`config.mk`:
```
export PLATFORM = sky130hd
export DESIGN_NAME = laplace_window_filter
export DESIGN_NICKNAME = d
export VERILOG_FILES = /design/src/rtl/laplace_pkg.sv /design/src/rtl/laplace_kernel.sv /design/src/rtl/laplace_window_filter.sv
export SDC_FILE = /design/constraint.sdc
export NUM_CORES = 1
export LEC_CHECK = 0
export CORE_MARGIN = 8
export CORE_UTILIZATION = 45
export CTS_BUF_LIST = sky130_fd_sc_hd__clkbuf_4
export DETAILED_ROUTE_END_ITERATION = 7
export GPL_TIMING_DRIVEN = 1
export PLACE_DENSITY_LB_ADDON = 0.05
export SETUP_SLACK_MARGIN = 0.1
export SLEW_MARGIN = 30
export SYNTH_ARGS = -nofsm -noshare
export SYNTH_HDL_FRONTEND = slang
export SYNTH_HIERARCHICAL = 1
export SYNTH_SLANG_ARGS = --single-unit
export TNS_END_PERCENT = 1
```
`constraint.sdc`:
```
create_clock -name i_clk -period 12.4 [get_ports i_clk]
set_clock_uncertainty 0.15 [all_clocks]
set_input_delay 1.24 -clock i_clk [delete_from_list [all_inputs] [get_ports i_clk]]
set_output_delay 1.24 -clock i_clk [all_outputs]
set_load 0.01 [all_outputs]
```
`src/rtl/laplace_pkg.sv`:
```
// Shared constants for the streaming 3x3 Laplacian edge filter.
package laplace_pkg;

  localparam int PIXEL_W_DEF    = 8;
  localparam int LINE_WIDTH_DEF = 512;
  // 8*255 = 2040 needs 12 bits signed to hold +/-2040
  localparam int ACC_W          = 12;
  localparam int CENTRE_WEIGHT  = 8;
  localparam int SAT_MAX        = 255;

endpackage

```
`src/rtl/laplace_kernel.sv`:
```
// Combinational 8-neighbour Laplacian: |8*C - sum(neighbours)| saturated to the pixel range.
module laplace_kernel
  import laplace_pkg::*;
#(
  parameter int PIXEL_W = PIXEL_W_DEF
) (
  input  logic [PIXEL_W-1:0] i_p00,
  input  logic [PIXEL_W-1:0] i_p01,
  input  logic [PIXEL_W-1:0] i_p02,
  input  logic [PIXEL_W-1:0] i_p10,
  input  logic [PIXEL_W-1:0] i_p11,
  input  logic [PIXEL_W-1:0] i_p12,
  input  logic [PIXEL_W-1:0] i_p20,
  input  logic [PIXEL_W-1:0] i_p21,
  input  logic [PIXEL_W-1:0] i_p22,
  output logic [PIXEL_W-1:0] o_mag
);

  // Wider pixels need 4 extra bits over the pixel width for the 8x centre term plus sign
  localparam int AW = (PIXEL_W + 4 > ACC_W) ? PIXEL_W + 4 : ACC_W;
  localparam logic [AW-1:0] W_SAT = (PIXEL_W == PIXEL_W_DEF) ? AW'(SAT_MAX)
                                                              : AW'((2 ** PIXEL_W) - 1);

  logic [AW-1:0] w_centre;
  logic [AW-1:0] w_neigh;
  logic [AW-1:0] w_lap;
  logic [AW-1:0] w_abs;

  assign w_centre = AW'(i_p11) * AW'(CENTRE_WEIGHT);
  assign w_neigh  = AW'(i_p00) + AW'(i_p01) + AW'(i_p02)
                  + AW'(i_p10)              + AW'(i_p12)
                  + AW'(i_p20) + AW'(i_p21) + AW'(i_p22);

  // Two's-complement difference; the top bit is the sign
  assign w_lap = w_centre - w_neigh;
  assign w_abs = w_lap[AW-1] ? (~w_lap + AW'(1)) : w_lap;
  assign o_mag = (w_abs > W_SAT) ? W_SAT[PIXEL_W-1:0] : w_abs[PIXEL_W-1:0];

endmodule

```
`src/rtl/laplace_window_filter.sv`:
```
// Streaming 3x3 Laplacian: 3-column sliding window, column counter and a one-deep
// output register with pass-through on drain.
module laplace_window_filter
  import laplace_pkg::*;
#(
  parameter int PIXEL_W    = PIXEL_W_DEF,
  parameter int LINE_WIDTH = LINE_WIDTH_DEF
) (
  input  logic               i_clk,
  input  logic               i_rst,
  input  logic [PIXEL_W-1:0] i_pixel_1,
  input  logic [PIXEL_W-1:0] i_pixel_2,
  input  logic [PIXEL_W-1:0] i_pixel_3,
  input  logic               i_pixel_valid,
  output logic               o_pixel_ack,
  output logic               o_pixel_valid,
  input  logic               i_pixel_ack,
  output logic [PIXEL_W-1:0] o_pixel
);

  localparam int CNT_W = (LINE_WIDTH > 2) ? $clog2(LINE_WIDTH) : 2;
  localparam logic [CNT_W-1:0] CNT_LAST = CNT_W'(LINE_WIDTH - 1);

  // Each column is packed [0]=top, [1]=middle, [2]=bottom
  logic [2:0][PIXEL_W-1:0] r_col0;
  logic [2:0][PIXEL_W-1:0] r_col1;
  logic [2:0][PIXEL_W-1:0] r_col2;
  logic [CNT_W-1:0]        r_col_cnt;
  logic                    r_valid;
  logic [PIXEL_W-1:0]      r_pixel;

  logic                    w_accept;
  logic [2:0][PIXEL_W-1:0] w_new;
  logic [2:0][PIXEL_W-1:0] w_nxt0;
  logic [2:0][PIXEL_W-1:0] w_nxt1;
  logic [2:0][PIXEL_W-1:0] w_nxt2;
  logic [PIXEL_W-1:0]      w_kernel;
  logic                    w_border;

  assign o_pixel_ack   = !r_valid || i_pixel_ack;
  assign o_pixel_valid = r_valid;
  assign o_pixel       = r_pixel;

  assign w_accept = i_pixel_valid && o_pixel_ack;
  assign w_new    = {i_pixel_3, i_pixel_2, i_pixel_1};

  // Next-state window feeds both the registers and the kernel, so the result
  // already includes the column being accepted.
  assign w_nxt0 = w_accept ? r_col1 : r_col0;
  assign w_nxt1 = w_accept ? r_col2 : r_col1;
  assign w_nxt2 = w_accept ? w_new  : r_col2;

  assign w_border = (r_col_cnt < CNT_W'(2));

  laplace_kernel #(
    .PIXEL_W (PIXEL_W)
  ) u_kernel (
    .i_p00 (w_nxt0[0]),
    .i_p01 (w_nxt1[0]),
    .i_p02 (w_nxt2[0]),
    .i_p10 (w_nxt0[1]),
    .i_p11 (w_nxt1[1]),
    .i_p12 (w_nxt2[1]),
    .i_p20 (w_nxt0[2]),
    .i_p21 (w_nxt1[2]),
    .i_p22 (w_nxt2[2]),
    .o_mag (w_kernel)
  );

  always_ff @(posedge i_clk) begin
    if (!i_rst) begin
      r_col0    <= '0;
      r_col1    <= '0;
      r_col2    <= '0;
      r_col_cnt <= '0;
      r_valid   <= 1'b0;
      r_pixel   <= '0;
    end else begin
      r_col0 <= w_nxt0;
      r_col1 <= w_nxt1;
      r_col2 <= w_nxt2;
      if (w_accept) begin
        r_col_cnt <= (r_col_cnt == CNT_LAST) ? '0 : r_col_cnt + CNT_W'(1);
        r_pixel   <= w_border ? '0 : w_kernel;
        r_valid   <= 1'b1;
      end else if (i_pixel_ack) begin
        r_valid <= 1'b0;
      end
    end
  end

endmodule

```
Word level (Yosys, flattened, before mapping) --
Index checks and enable logic that the tools add are counted.
Word-level totals: register bits 90, input bits 28, output and inout bits 10, word-level logic and storage cells 39
Cells by class: $add $sub $neg 10, magnitude comparators 2, eq/ne operators 1, multiplexer cells 9, bitwise gates (word level) 1, reduce and logical (&&, ||, !) cells 4
Operators by type and width (count):
- $add A12 B8 Y12 | 6
- $mux W24 | 3
- $mux W8 | 2
- $add A12 B1 Y12 const B | 1
- $gt A12 B8 Y1 const B | 1
- $mux W12 | 1
- $not A12 Y12 | 1
- $sub A11 B12 Y12 | 1
- $add A8 B8 Y9 | 1
- $add A9 B1 Y9 const B | 1
- $eq A9 B9 Y1 const B | 1
- $lt A9 B2 Y1 const B | 1
- $mux W9 | 1
- $mux W1 | 2
- $reduce_bool A2 Y1 | 1
- $logic_and A1 B1 Y1 | 1
- $logic_not A1 Y1 | 1
- $logic_or A1 B1 Y1 | 1

Depth between registers and ports, before layout --
word-level depth 18, depth in mapped cells 27, depth with buffers taken out 24

Modules after synthesis --
Netlist, hierarchy kept.
By module, submodules not included:
- laplace_window_filter | times used 1, cells an instance 327, area each 3742.3 µm², seq. area each 1801.7 µm²
- laplace_kernel | times used 1, cells an instance 294, area each 2517.4 µm², seq. area each 0.0 µm²

Worst setup path before layout --
OpenSTA, ideal clock, no wires.
path kind input to register, start input i_pixel_ack, end register r_pixel[1], in the netlist o_pixel[1], library setup time 0.123 ns, data arrival time 6.355 ns, required time 12.127 ns, slack 5.773 ns, stages 24, path buffers 2, cells stage by stage nand2b_4 > buf_8 > nand2_4 > buf_2 > mux2_2 > inv_1 > fa_1 > fa_1 > fa_1 > inv_1 > fa_1 > inv_1 > ha_1 > xnor2_1 > inv_1 > ha_1 > a21boi_1 > o221ai_1 > a211o_1 > nand4bb_4 > a211oi_4 > o221ai_2 > nand3_1 > a21boi_0
RTL lines:
- start: declaration | line laplace_window_filter.sv:17 | input logic i_pixel_ack,
- end signal: assignment | line laplace_window_filter.sv:84 | r_pixel <= w_border ? '0 : w_kernel;
- end: declaration | line laplace_window_filter.sv:30 | logic [PIXEL_W-1:0] r_pixel;

==> metrics.cfg <==
[run_status]
status = finished clean

[finish]
multi_input_area_sq_um = 3870
fin_area_sq_um = 6830
drive_above_1_share_pct = 15.7
fill_cells = 1345
final_nets = 748
syn_to_final_growth_pct = 9.17
mostFrequentLayoutCells = inv_1 (107), dfxtp_1 (90), and2_1 (75)
final_common_cell = inv_1
seqCellArea_sq_um = 1800
final_core_util_pct = 49.8

[cts]
cts_tree = done
clock_latency_ns = 0.46
cts_setup_buffers = 0
cts_sinks = 90
htree_levels = 3
hold_buffers = 0
cts_resized = 0
clk_path_buf_depth = 2
numCtsBuffers = 9
root_buffer = clkbuf_4
cts.clk_slew.worst_paths_ns = 0.15

[worst_setup_path]
crit_arrival_ns = 7.46
end_kind = flop
cp.required_ns = 12.60
cp_max_fo = 37
path_class = in -> reg
cp-start-kind = input port

[placement]
place_congestion = 0.804
place_area_sq_um = 6670
hpwl_um = 8150
io_buffer_count = 37
dp_slack_ns = 4.61

[yosys]
yosysTopAreaCellShare_pct = 28.8
synthCells = 621
synth-main-ff-cell = dfxtp_1
netlist_area_sq_um = 6260
synth_fp_nets = 725
yosysTopAreaCell = dfxtp_1
ys_seq_elements = 90
synth_edf_count = 0
synthArstFlopShare_pct = 0
postSynthAreaPerCell_sq_um = 10.1
synth_cell_types = 58
synth.area.top_cells = dfxtp_1 (29%), fa_1 (17%), mux2_2 (8.5%)
ys_seq_area_share_pct = 28.8
yosys_warnings = 6

[pwr]
vdd.ir_drop.worst_mv = 0.150
leakage_nw = 2.92
p_per_area_nw_per_um2 = 223

[global_routing]
grt_start_max_net_pins = 86
grt_pass1_wl_um = 19200
gr-usage-all-layers_pct = 13.1
first_global_vias = 4180
grt-ovfl-total = 0
antenna_found_initial = 1

[sta]
rsz0062_at_grt = false
drv_slew = 0
fin_crit_ns = 7.26
finalCritPeriodShare_pct = 58.5
whs_ns = 0.326
tns_ns = 0
max_freq_mhz = 138
tightestPinTransition_ns = 0.818
hold_violations = 0
finalSetupViolations = 0
timing.final.ws_setup_ns = 5.14
relSlewSlack_pct = 45.5

[floorplan]
core-area_sq_um = 13700
fp.dieW_um = 134
row_count = 43
fp.dieH_um = 134
start_util_pct = 45.6
die_area_sq_um = 17900
ios = 38

[flow_run]
maxCapViolCount = 0

[drt]
antenna_left = 0
viasPerCell = 4.85
drtPass1Iterations = 4
drt_iter0_markers = 157
wl_um = 11000
post-route-drc-count = 0
wl_per_cell_um = 13.3
routed-via-count = 4027

[min_path]
hp-class = reg -> reg

[synth_stat cells, types with 3 or more instances]
| cell | number |
|---|---|
| buf_4 | 4 |
| nor3_1 | 12 |
| buf_6 | 7 |
| o21ai_0 | 5 |
| nor2_1 | 16 |
| clkbuf_1 | 9 |
| inv_1 | 107 |
| a211o_1 | 3 |
| o211ai_1 | 4 |
| nor3_2 | 3 |
| a21boi_1 | 3 |
| ha_1 | 23 |
| nand4_1 | 5 |
| and2_1 | 75 |
| nand3_1 | 13 |
| mux2_4 | 25 |
| buf_2 | 4 |
| mux2_2 | 47 |
| dfxtp_1 | 90 |
| o21ai_1 | 6 |
| nand2_1 | 27 |
| fa_1 | 53 |
| nor4_1 | 4 |
| xnor2_1 | 8 |
| xor2_1 | 7 |
| and3_1 | 4 |
| a21oi_1 | 8 |
| a21boi_0 | 11 |
| or3_1 | 4 |
[per-layer routing]
layer | GRT usage [%] | vias to the layer above | routed length, um
met1 | 16.3 | 1935 | 5300
met2 | 21.6 | 33 | 5200
met5 | 0 | - | 0
met3 | 2.43 | 16 | 254
met4 | 6.30 | 0 | 246
li1 | - | 2043 | -
[through the flow]
step,power (mW),instances
finish,1.52,830
CTS,1.54,829
global route,1.68,830
floorplan,1.19,621
detailed placement,1.34,813
global placement,1.34,813
[power breakdown]
group | leakage (nW) | total [mW] | internal, mW | switching [mW]
combinational | 2.10 | 1.03 | 0.431 | 0.595
sequential | 0.732 | 0.306 | 0.300 | 0.00541
clock | 0.0908 | 0.190 | 0.0862 | 0.104
total | 2.92 | 1.52 | 0.818 | 0.704
[path summary, 6_finish.rpt]
path	cells after the start	end	start	slack (ns)
setup / recovery	22	o_pixel[2]$_SDFFE_PN0P_	i_pixel_valid	5.14
hold / removal	2	o_pixel[0]$_SDFFE_PN0P_	o_pixel[0]$_SDFFE_PN0P_	0.33
setup reg to reg	22	o_pixel[2]$_SDFFE_PN0P_	o_pixel_valid$_SDFFE_PN0P_	6.10
hold reg to reg	2	o_pixel[0]$_SDFFE_PN0P_	o_pixel[0]$_SDFFE_PN0P_	0.33
[sequential cells by signal (all words and copies together) (netlist names)]
name           cells
o_pixel            8
o_pixel_valid      1
r_col0            24
r_col1            24
r_col2            24
r_col_cnt          9
[cells by family (layout without fill, tap and decap cells)]
group           count (synthesis)  after routing  share of synthesized area [%]
fa+ha+maj                      76             76                           21.5
other cells                     0              1                              0
mux                            73             73                           14.6
xor+xnor                       16             16                           2.36
flops                          90             90                           28.8
buf+inv                       133            161                           9.41
simple gates                  174            174                           16.3
compound gates                 59             59                           7.04
[worst max-delay path: stages]
cell             delay [ns]
clkdlybuf4s50_1        0.68
and2_4                 0.65
mux2_2                 0.43
inv_1                  0.08
fa_1                   0.44
fa_1                   0.51
fa_1                   0.54
inv_1                  0.05
fa_1                   0.55
inv_1                  0.05
ha_1                   0.31
xnor2_1                0.15
inv_1                  0.08
ha_1                   0.19
a21boi_1               0.17
o221ai_1               0.12
a211o_1                0.29
nand4bb_4              0.20
a211oi_4               0.42
o21ai_1                0.13
nand3_1                0.08
a21boi_0               0.09
[final cells by class]
type	count	area share (%)
multi-input cells	398	56.6
flip-flops and latches	90	26.4
inverters	107	5.88
repair buffers	38	5.46
well taps	180	3.30
clock buffers	11	1.21
clock inverters	5	1.15
diodes	1	0.0366
(Power assumes the default switching activity.)
